File: src/rtl/ccr_pkg.sv
// Shared flag index constants, default sizes and operation decode for the CCR save stack.
package ccr_pkg;

    localparam int FLAG_Z = 0;
    localparam int FLAG_N = 1;
    localparam int FLAG_C = 2;
    localparam int FLAG_V = 3;

    localparam int DEFAULT_FLAG_W = 4;
    localparam int DEFAULT_DEPTH  = 4;

    typedef enum logic [1:0] {
        OP_IDLE,
        OP_POP,
        OP_PUSH,
        OP_WRITE
    } ccr_op_e;

    // Only one operation per cycle: return-from-interrupt beats interrupt beats flag write.
    function automatic ccr_op_e decode_op(input logic rti, input logic intr, input logic wen);
        if (rti)
            return OP_POP;
        else if (intr)
            return OP_PUSH;
        else if (wen)
            return OP_WRITE;
        else
            return OP_IDLE;
    endfunction

endpackage

File: src/rtl/ccr_lifo.sv
// Save-slot LIFO for nested interrupts; pushes when full and pops when empty are dropped.
module ccr_lifo
    import ccr_pkg::*;
#(
    parameter int W     = DEFAULT_FLAG_W,
    parameter int DEPTH = DEFAULT_DEPTH,
    localparam int DW   = $clog2(DEPTH + 1),
    localparam int IW   = (DEPTH > 1) ? $clog2(DEPTH) : 1
) (
    input  logic          clk,
    input  logic          reset,
    input  logic          push,
    input  logic          pop,
    input  logic [W-1:0]  din,
    output logic [W-1:0]  dout,
    output logic [DW-1:0] depth,
    output logic          full,
    output logic          empty
);

    logic [W-1:0]  slot [DEPTH];
    logic [DW-1:0] cnt;
    logic [DW-1:0] top_cnt;
    logic [IW-1:0] wr_idx;
    logic [IW-1:0] rd_idx;

    assign top_cnt = cnt - DW'(1);
    assign wr_idx  = cnt[IW-1:0];
    assign rd_idx  = top_cnt[IW-1:0];

    assign depth = cnt;
    assign full  = (cnt == DW'(DEPTH));
    assign empty = (cnt == '0);

    // Gate the read when empty so a wrapped index never reaches a nonexistent slot.
    assign dout = empty ? '0 : slot[rd_idx];

    always_ff @(posedge clk) begin
        if (reset) begin
            cnt <= '0;
            for (int i = 0; i < DEPTH; i++)
                slot[i] <= '0;
        end else if (pop) begin
            if (!empty)
                cnt <= cnt - DW'(1);
        end else if (push) begin
            if (!full) begin
                slot[wr_idx] <= din;
                cnt          <= cnt + DW'(1);
            end
        end
    end

endmodule

File: src/rtl/ccr_stack.sv
// Condition code register with a nested-interrupt save stack.
// Optional macro CCR_STACK_ERR_EN enables the sticky overflow/underflow flags and err_clr.
module ccr_stack
    import ccr_pkg::*;
#(
    parameter int FLAG_W = DEFAULT_FLAG_W,
    parameter int DEPTH  = DEFAULT_DEPTH
) (
    input  logic                       clk,
    input  logic                       reset,
    input  logic                       RTI_en,
    input  logic                       interruptD,
    input  logic                       ccr_wen,
    input  logic [FLAG_W-1:0]          flag_mask,
    input  logic [FLAG_W-1:0]          ALU_Flags,
    input  logic                       err_clr,
    output logic [FLAG_W-1:0]          ccr_out,
    output logic [$clog2(DEPTH+1)-1:0] depth,
    output logic                       stack_full,
    output logic                       stack_empty,
    output logic                       ovf_err,
    output logic                       unf_err
);

    ccr_op_e     op;
    logic [FLAG_W-1:0] ccr_q;
    logic [FLAG_W-1:0] lifo_dout;
    logic        do_push;
    logic        do_pop;

    assign op      = decode_op(RTI_en, interruptD, ccr_wen);
    assign do_push = (op == OP_PUSH);
    assign do_pop  = (op == OP_POP);

    ccr_lifo #(
        .W     (FLAG_W),
        .DEPTH (DEPTH)
    ) u_lifo (
        .clk   (clk),
        .reset (reset),
        .push  (do_push),
        .pop   (do_pop),
        .din   (ccr_q),
        .dout  (lifo_dout),
        .depth (depth),
        .full  (stack_full),
        .empty (stack_empty)
    );

    always_ff @(posedge clk) begin
        if (reset) begin
            ccr_q <= '0;
        end else begin
            case (op)
                OP_POP: begin
                    if (!stack_empty)
                        ccr_q <= lifo_dout;
                end
                OP_WRITE: ccr_q <= (ccr_q & ~flag_mask) | (ALU_Flags & flag_mask);
                default:  ccr_q <= ccr_q;
            endcase
        end
    end

    assign ccr_out = ccr_q;

`ifdef CCR_STACK_ERR_EN
    logic ovf_q;
    logic unf_q;
    logic ovf_set;
    logic unf_set;

    assign ovf_set = do_push && stack_full;
    assign unf_set = do_pop && stack_empty;

    // A new error event outranks a clear arriving in the same cycle.
    always_ff @(posedge clk) begin
        if (reset) begin
            ovf_q <= 1'b0;
            unf_q <= 1'b0;
        end else begin
            if (ovf_set)
                ovf_q <= 1'b1;
            else if (err_clr)
                ovf_q <= 1'b0;
            if (unf_set)
                unf_q <= 1'b1;
            else if (err_clr)
                unf_q <= 1'b0;
        end
    end

    assign ovf_err = ovf_q;
    assign unf_err = unf_q;
`else
    logic unused_err_clr;

    assign unused_err_clr = err_clr;
    assign ovf_err        = 1'b0;
    assign unf_err        = 1'b0;
`endif

endmodule

File: config.mk
export PLATFORM = sky130hd
export DESIGN_NAME = ccr_stack
export DESIGN_NICKNAME = d
export VERILOG_FILES = /design/src/rtl/ccr_pkg.sv /design/src/rtl/ccr_lifo.sv /design/src/rtl/ccr_stack.sv
export SDC_FILE = /design/constraint.sdc
export NUM_CORES = 1
export LEC_CHECK = 0
export BUFFER_PORTS_ARGS = -buffer_cell sky130_fd_sc_hd__clkbuf_2
export CORE_MARGIN = 5
export CORE_UTILIZATION = 25
export CTS_BUF_LIST = sky130_fd_sc_hd__clkbuf_4 sky130_fd_sc_hd__clkbuf_8
export DETAILED_ROUTE_END_ITERATION = 10
export HOLD_SLACK_MARGIN = 0.05
export PLACE_DENSITY = 0.4
export SLEW_MARGIN = 20
export SYNTH_ARGS = -nofsm -noshare
export SYNTH_HDL_FRONTEND = slang
export SYNTH_SLANG_ARGS = --single-unit
File: constraint.sdc
create_clock -name clk -period 2.4 [get_ports clk]
set_input_delay 0.24 -clock clk [delete_from_list [all_inputs] [get_ports clk]]
set_output_delay 0.24 -clock clk [all_outputs]
set_load 0.005 [all_outputs]
==> metrics.log, run 1 <==
[metrics] result of the run: finished clean
[metrics] Total GRT Usage: 0.0993
[metrics] path depth of the worst reg2reg path: 5
[metrics] root cell of the clock tree: clkbuf_8
[metrics] critical path capture point: u_lifo.slot[2][2]
[metrics] capture instance of the worst register-to-register path: u_lifo.slot[2][2]
[metrics] vias per cell: 4.59
[metrics] Arrival @ worst endpoint: 2.09 ns
[metrics] TritonCTS clock tree: built
[metrics] Total Die Area: 7070 um2
[metrics] die height: 84.1 um
[metrics] Total Negative Setup Slacks: 0 ns
[metrics] horizontal extent of the die: 84.1 um
[metrics] number of standard-cell rows in the floorplan: 27
[metrics] Syn Inst Count: 119
[metrics] gr ovfl total: 0
[metrics] number of instances resized during post-cts repair: 0
[metrics] worst hold stages: 3
[metrics] number of diodes: 0
[metrics] hold violation total from the final report: 0
[metrics] VDD IR-drop max: 0.000482 V
[metrics] crit path from: u_lifo.depth[1]
[metrics] number of global-route vias before repair: 1060
[metrics] cts bufs inserted: 3
[metrics] final cycle utilization of the critical path: 0.901
[metrics] Seq cells post-synth: 23
[metrics] Final Hold Slack: 0.291 ns
[metrics] clk sink count: 23
[metrics] total via count in the routed design: 1000
[metrics] met2 Track Usage GR: 0.167
[metrics] number of nets with antenna violations after detailed routing: 0
[metrics] Reg-to-Reg Start: u_lifo.depth[1]
[metrics] fill cell total of the finished layout: 576
[metrics] standard cell core area: 5410 um2
[metrics] latest clock arrival within the worst-skew pair: 0.27 ns
[metrics] cell area power density: 738 nW/um2
[metrics] wirelength, routed: 3.34 mm
[metrics] initial standard-cell utilization of the core: 0.254
[metrics] global routing met1 resource utilization: 0.122
[metrics] Worst Setup Start Kind: flop
[metrics] top area cells in the synthesized netlist: edfxtp_1 (35%), dfxtp_1 (10%), and2_1 (6.4%)
[metrics] synthesized area per cell: 11.5 um2
[metrics] Max Fclk: 462 MHz
[metrics] min-delay worst type: in -> reg
[metrics] area growth from synthesis to final layout: 19.3%
[metrics] router iterations before antenna repair: 4
[metrics] Cell Area, Synth: 1370 um2
[metrics] critical path class: reg -> reg
[metrics] final weighted congestion of routability-driven global placement: 0.764
[metrics] Slew HR: 0.648
[metrics] R2R Setup Slk: 0.24 ns
[metrics] Tightest Pin Transition: 0.525 ns
[metrics] Crit path required time: 2.33 ns
[metrics] top flip-flop cell by instance count after synthesis: edfxtp_1
[metrics] clock-pin slew of the registers on the worst-case setup and hold paths: 0.09 ns
[metrics] number of synthesized flops with an enable pin: 16
[metrics] pin count of the biggest net entering global routing: 14
[metrics] share of post-route cells with drive strength above 1: 0.315
[metrics] most utilized layer in the global route result: met2
[metrics] most area-hungry cell type in the Yosys netlist: edfxtp_1
[metrics] crit path max fanout: 6
[metrics] share of synthesized flip-flops with an asynchronous set or reset: 0
[metrics] share of the yosys chip area belonging to registers: 0.453
[metrics] number of ports placed on the die boundary: 25
[metrics] YS warnings: 0
[metrics] number of violations of the max-capacitance limit: 0
[metrics] initial antenna violation count: 0
[metrics] Unique masters post-synth: 34
[metrics] detail-routed net length per standard cell: 15.3 um
[metrics] share of Yosys cell area claimed by the top area cell type: 0.350
[metrics] number of nets in the finished design: 167
[metrics] final clock skew: 0.00928 ns
[metrics] Clock Path Buffers: 2
[metrics] DRC violation total after the first TritonRoute iteration: 72
[metrics] final period demand of the worst path: 2.16 ns
[metrics] met3 GRT Util: 0.0267
[metrics] number of buffers added for setup after CTS: 0
[metrics] category of the worst setup path capture point: flop
[metrics] number of H-tree branching levels: 1
[metrics] setup repair after global routing missed its margin: false
[metrics] wire length of the first global-routing pass: 5.43 mm
[metrics] count of port buffers added during placement: 21
[metrics] reported leakage power: 0.666 nW
[metrics] Remaining DRCs: 0
[metrics] max-slew violation total from the final report: 0
[metrics] count of hold-fix buffers inserted at cts: 0
[metrics] setup violators final: 0
[per-stage QoR]
stage	utilization	power, mW	area [um2]	cells	setup WS [ns]
6_report	0.303	1.21	1640	218	0.236
5_1_grt	0.303	1.29	1640	218	0.0828
4_1_cts	0.303	1.23	1640	218	0.203
3_5_place_dp	0.294	0.972	1590	214	0.171
3_3_place_gp	0.294	0.967	1590	214	0.236
2_1_floorplan	-	0.794	1380	120	0.214
[metal layers]
metal	vias to the layer above	wire length, um	share of wire
met5	-	0	0
met3	2	149	0.045
li1	494	-	-
met1	479	1540	0.46
met4	0	22	0.0066
met2	25	1630	0.49
[logic make-up (layout without fill, tap and decap cells)]
logic type,count (synthesis),after routing,share of synthesized area
AND/OR/NAND/NOR,40,40,0.199
flip-flops,23,23,0.453
adder cells (fa/ha/maj),6,6,0.0547
buffers and inverters,14,40,0.0575
other,1,2,0.00273
multiplexers,11,11,0.0894
AO/OA/AOI/OAI,22,22,0.131
XOR/XNOR,2,2,0.0128
[power by group]
group | internal (mW) | switching, mW | total (mW)
Clock | 0.116 | 0.138 | 0.255
Sequential | 0.461 | 0.0400 | 0.501
Combinational | 0.221 | 0.232 | 0.453
[final cells by class]
| cell class | count | area, um2 | share of cell area |
|---|---|---|---|
| Multi-Input combinational cell | 83 | 676 | 0.413 |
| Clock buffer | 3 | 41.3 | 0.0252 |
| Sequential cell | 23 | 621 | 0.379 |
| Clock inverter | 1 | 5.00 | 0.00306 |
| Timing Repair Buffer | 29 | 178 | 0.109 |
| Tap cell | 72 | 90.1 | 0.0550 |
| Inverter | 7 | 26.3 | 0.0161 |
[worst min path at each step]
stage | startpoint | to
2_1_floorplan | flag_mask[2] | flop
3_3_place_gp | flag_mask[1] | flop
3_5_place_dp | flag_mask[2] | flop
4_1_cts | flag_mask[2] | flop
5_1_grt | flag_mask[2] | flop
6_report | flag_mask[0] | flop
[synthesized netlist by cell type, types with 2 or more instances]
| library cell | count |
|---|---|
| mux2_2 | 6 |
| nand2b_1 | 6 |
| and2_1 | 14 |
| a311oi_1 | 3 |
| nor2_1 | 5 |
| o21ai_1 | 2 |
| edfxtp_1 | 16 |
| nor4_2 | 2 |
| buf_6 | 2 |
| a211oi_1 | 4 |
| buf_4 | 2 |
| nor2b_1 | 3 |
| a31oi_1 | 3 |
| and4_1 | 4 |
| a222oi_1 | 4 |
| buf_2 | 3 |
| ha_1 | 6 |
| a21oi_1 | 2 |
| inv_1 | 7 |
| xor2_1 | 2 |
| dfxtp_1 | 7 |
| mux2_1 | 4 |
[placed cells by master (no fill, tap or decap), types with 2 or more instances in the layout]
master | netlist | final
nor4_2 | 2 | 2
mux2_1 | 4 | 4
nand2b_1 | 6 | 6
dfxtp_1 | 7 | 7
and2_1 | 14 | 14
ha_1 | 6 | 6
clkbuf_8 | 0 | 3
inv_1 | 7 | 7
a311oi_1 | 3 | 3
o21ai_1 | 2 | 2
a211oi_1 | 4 | 4
a31oi_1 | 3 | 3
xor2_1 | 2 | 2
buf_4 | 2 | 7
clkbuf_2 | 0 | 21
nor2_1 | 5 | 5
and4_1 | 4 | 4
nor2b_1 | 3 | 3
edfxtp_1 | 16 | 16
mux2_2 | 6 | 6
a21oi_1 | 2 | 2
a222oi_1 | 4 | 4
conb_1 | 1 | 2
[critical path, stage by stage (launching register included)]
cell,delay [ns]
dfxtp_1,0.48
inv_1,0.10
ha_1,0.26
and2_1,0.19
or3_4,0.39
o21ai_1,0.39
Power figures use the tool's default switching activity.
==> run 2: changes to the inputs <==
--- a/config.mk
+++ b/config.mk
@@ -12,6 +12,7 @@
 export DETAILED_ROUTE_END_ITERATION = 10
 export HOLD_SLACK_MARGIN = 0.05
 export PLACE_DENSITY = 0.4
+export SETUP_SLACK_MARGIN = 0.3
 export SLEW_MARGIN = 20
 export SYNTH_ARGS = -nofsm -noshare
 export SYNTH_HDL_FRONTEND = slang
==> run 2 against run 1 <==
  * Combinational power fell by 6.0%
  * Clock-buffer cell count did not move
  * Wire length rose by 3.1%
  * Critical path depth rose by 1
  * Highest routed layer unchanged
==> metrics.log, run 2 (synthesized netlist as in run 1, its figures left out) <==
[metrics] Clock Path Buffers: 2 (unchanged)
[metrics] number of instances resized during post-cts repair: 0 (unchanged)
[metrics] number of H-tree branching levels: 1 (unchanged)
[metrics] Tightest Pin Transition: 0.529 ns (+0.00401 ns)
[metrics] final weighted congestion of routability-driven global placement: 0.768 (+0.47%)
[metrics] CP peak stage delay: 0.41 ns (-0.07 ns)
[metrics] horizontal extent of the die: 84.1 um (unchanged)
[metrics] vias per cell: 4.61 (+0.50%)
[metrics] final cycle utilization of the critical path: 0.805 (-0.0967)
[metrics] pin count of the biggest net entering global routing: 14 (unchanged)
[metrics] final clock skew: 0.00186 ns (-0.00743 ns)
[metrics] commonest cells after routing, fill and taps aside: clkbuf_2 (21), edfxtp_1 (16), and2_1 (14)
[metrics] category of the worst setup path capture point: flop
[metrics] area of all sequential standard cells: 626 um2 (+0.81%)
[metrics] reported leakage power: 0.667 nW (+0.26%)
[metrics] count of port buffers added during placement: 21 (unchanged)
[metrics] post-detailed-placement half-perimeter wirelength: 2.61 mm
[metrics] number of global-route vias before repair: 1076 (+1.5%)
[metrics] net switching share of the total power: 0.345 (+0.00557)
[metrics] latest clock arrival within the worst-skew pair: 0.27 ns (about the same)
[metrics] router iterations before antenna repair: 4 (unchanged)
[metrics] detail-routed net length per standard cell: 15.8 um (+3.1%)
[metrics] number of violations of the max-capacitance limit: 0 (unchanged)
[metrics] clock-pin slew of the registers on the worst-case setup and hold paths: 0.09 ns (about the same)
[metrics] min-delay worst type: in -> reg
[metrics] cell area power density: 727 nW/um2 (-1.5%)
[metrics] worst hold stages: 3 (unchanged)
[metrics] number of diodes: 0 (unchanged)
[metrics] number of ports placed on the die boundary: 25 (unchanged)
[metrics] TritonCTS clock tree: built
[metrics] VDD IR-drop max: 0.000403 V (-16%)
[metrics] root cell of the clock tree: clkbuf_8
[metrics] cts bufs inserted: 3 (unchanged)
[metrics] Total GRT Usage: 0.103 (+0.00356)
[metrics] Arrival @ worst endpoint: 2.08 ns (about the same)
[metrics] hold violation total from the final report: 0 (unchanged)
[metrics] number of standard-cell rows in the floorplan: 27 (unchanged)
[metrics] Total Die Area: 7070 um2 (unchanged)
[metrics] gr ovfl total: 0 (unchanged)
[metrics] critical path class: reg -> reg
[metrics] initial antenna violation count: 0 (unchanged)
[metrics] Max Fclk: 518 MHz (+12%)
[metrics] wirelength, routed: 3.44 mm (+3.1%)
[metrics] wire length of the first global-routing pass: 5.67 mm (+4.4%)
[metrics] sequential share of power: 0.432 (+0.018)
[metrics] most frequent standard cell in the layout excluding fill and tap cells: clkbuf_2
[metrics] result of the run: finished clean
[metrics] Max stage delay cell, worst path: dfxtp_2
[metrics] Cell Int Power: 0.783 mW (-1.9%)
[metrics] number of nets with antenna violations after detailed routing: 0 (unchanged)
[metrics] path depth of the worst reg2reg path: 6 (+1)
[metrics] Worst Setup Start Kind: flop
[metrics] setup violators final: 0 (unchanged)
[metrics] die height: 84.1 um (unchanged)
[metrics] Remaining DRCs: 0 (unchanged)
[metrics] number of nets in the finished design: 167 (unchanged)
[metrics] clock group share of total power: 0.211 (about the same)
[metrics] share of total power in combinational logic: 0.356 (-0.019)
[metrics] number of buffers added for setup after CTS: 0 (unchanged)
[metrics] Total Negative Setup Slacks: 0 ns (unchanged)
[metrics] Slew HR: 0.645 (-0.00269)
[metrics] total chip power: 1.20 mW (-1.1%)
[metrics] DRC violation total after the first TritonRoute iteration: 84 (+17%)
[metrics] area growth from synthesis to final layout: 19.9%
[metrics] share of post-route cells with drive strength above 1: 0.349 (+0.0342)
[metrics] final period demand of the worst path: 1.93 ns (-0.232 ns)
[metrics] clk sink count: 23 (unchanged)
[metrics] initial standard-cell utilization of the core: 0.254 (unchanged)
[metrics] share of the core filled with cells: 0.304 (+0.00139)
[metrics] crit path max fanout: 9 (+3)
[metrics] Crit path required time: 2.54 ns (+0.21 ns)
[metrics] combined area of the multi-input logic cells: 691 um2 (+2.2%)
[metrics] Psw: 0.413 mW (+0.56%)
[metrics] total via count in the routed design: 1005 (+0.50%)
[metrics] setup repair after global routing missed its margin: false
[metrics] max-slew violation total from the final report: 0 (unchanged)
[metrics] worst path cell trace: inv_1 -> ha_1 -> buf_4 -> mux2_1 -> a222oi_1 -> a311oi_1
[metrics] count of hold-fix buffers inserted at cts: 0 (unchanged)
[metrics] standard cell core area: 5410 um2 (unchanged)
[metrics] fill cell total of the finished layout: 575 (-0.17%)
[run 2: cell counts in the layout (fill, tap and decap cells not counted)]
No cell type changed its count.
[run 2: metrics by stage]
stage | setup slack [ns] | instances | hold WS [ns] | instance area [um2]
finish | 0.469 | 218 | 0.283 | 1640
global route | 0.338 | 218 | 0.283 | 1640
CTS | 0.335 | 218 | 0.273 | 1640
detailed placement | 0.259 | 214 | 0.567 | 1590
global placement | 0.286 | 214 | 0.560 | 1590
floorplan | 0.315 | 120 | 0.466 | 1390
[run 2: routing by layer]
layer	GRT usage	vias to the layer above	routed length, um
li1	-	494	-
met4	0.0219	0	20
met2	0.169	26	1640
met5	0	-	0
met3	0.0306	2	160
met1	0.133	483	1620
[run 2: final timing paths]
check              end  slack, ns            start
setup / recovery  flop       0.47  u_lifo.depth[1]
hold / removal    flop       0.28     flag_mask[0]
setup reg to reg  flop       0.47  u_lifo.depth[1]
hold reg to reg   flop       0.62             flop
[run 2: critical path: cells and delay by family, from the launching register on]
kind,cells,cell delay [ns]
adders and majority gates,1,0.27
DFF,1,0.41
buffers and inverters,2,0.27
AOI/OAI and AO/OA,2,0.49
muxes,1,0.35
[run 2: layout make-up]
class	count	share of cell area
sequential	23	0.381
multi-input combinational	83	0.420
inverter	7	0.0160
clock buffer	3	0.0251
tap	72	0.0548
timing repair buffer	29	0.100
clock inverter	1	0.00304
[run 2: power by group through the flow]
| stage | registers (mW) | logic (mW) | clock network, mW |
|---|---|---|---|
| after CTS | 0.518 | 0.436 | 0.270 |
| after global routing | 0.528 | 0.473 | 0.288 |
| after floorplan | 0.510 | 0.290 | 0 |
| final | 0.517 | 0.426 | 0.253 |
| after detailed placement | 0.527 | 0.434 | 0 |
| after global placement | 0.525 | 0.424 | 0 |
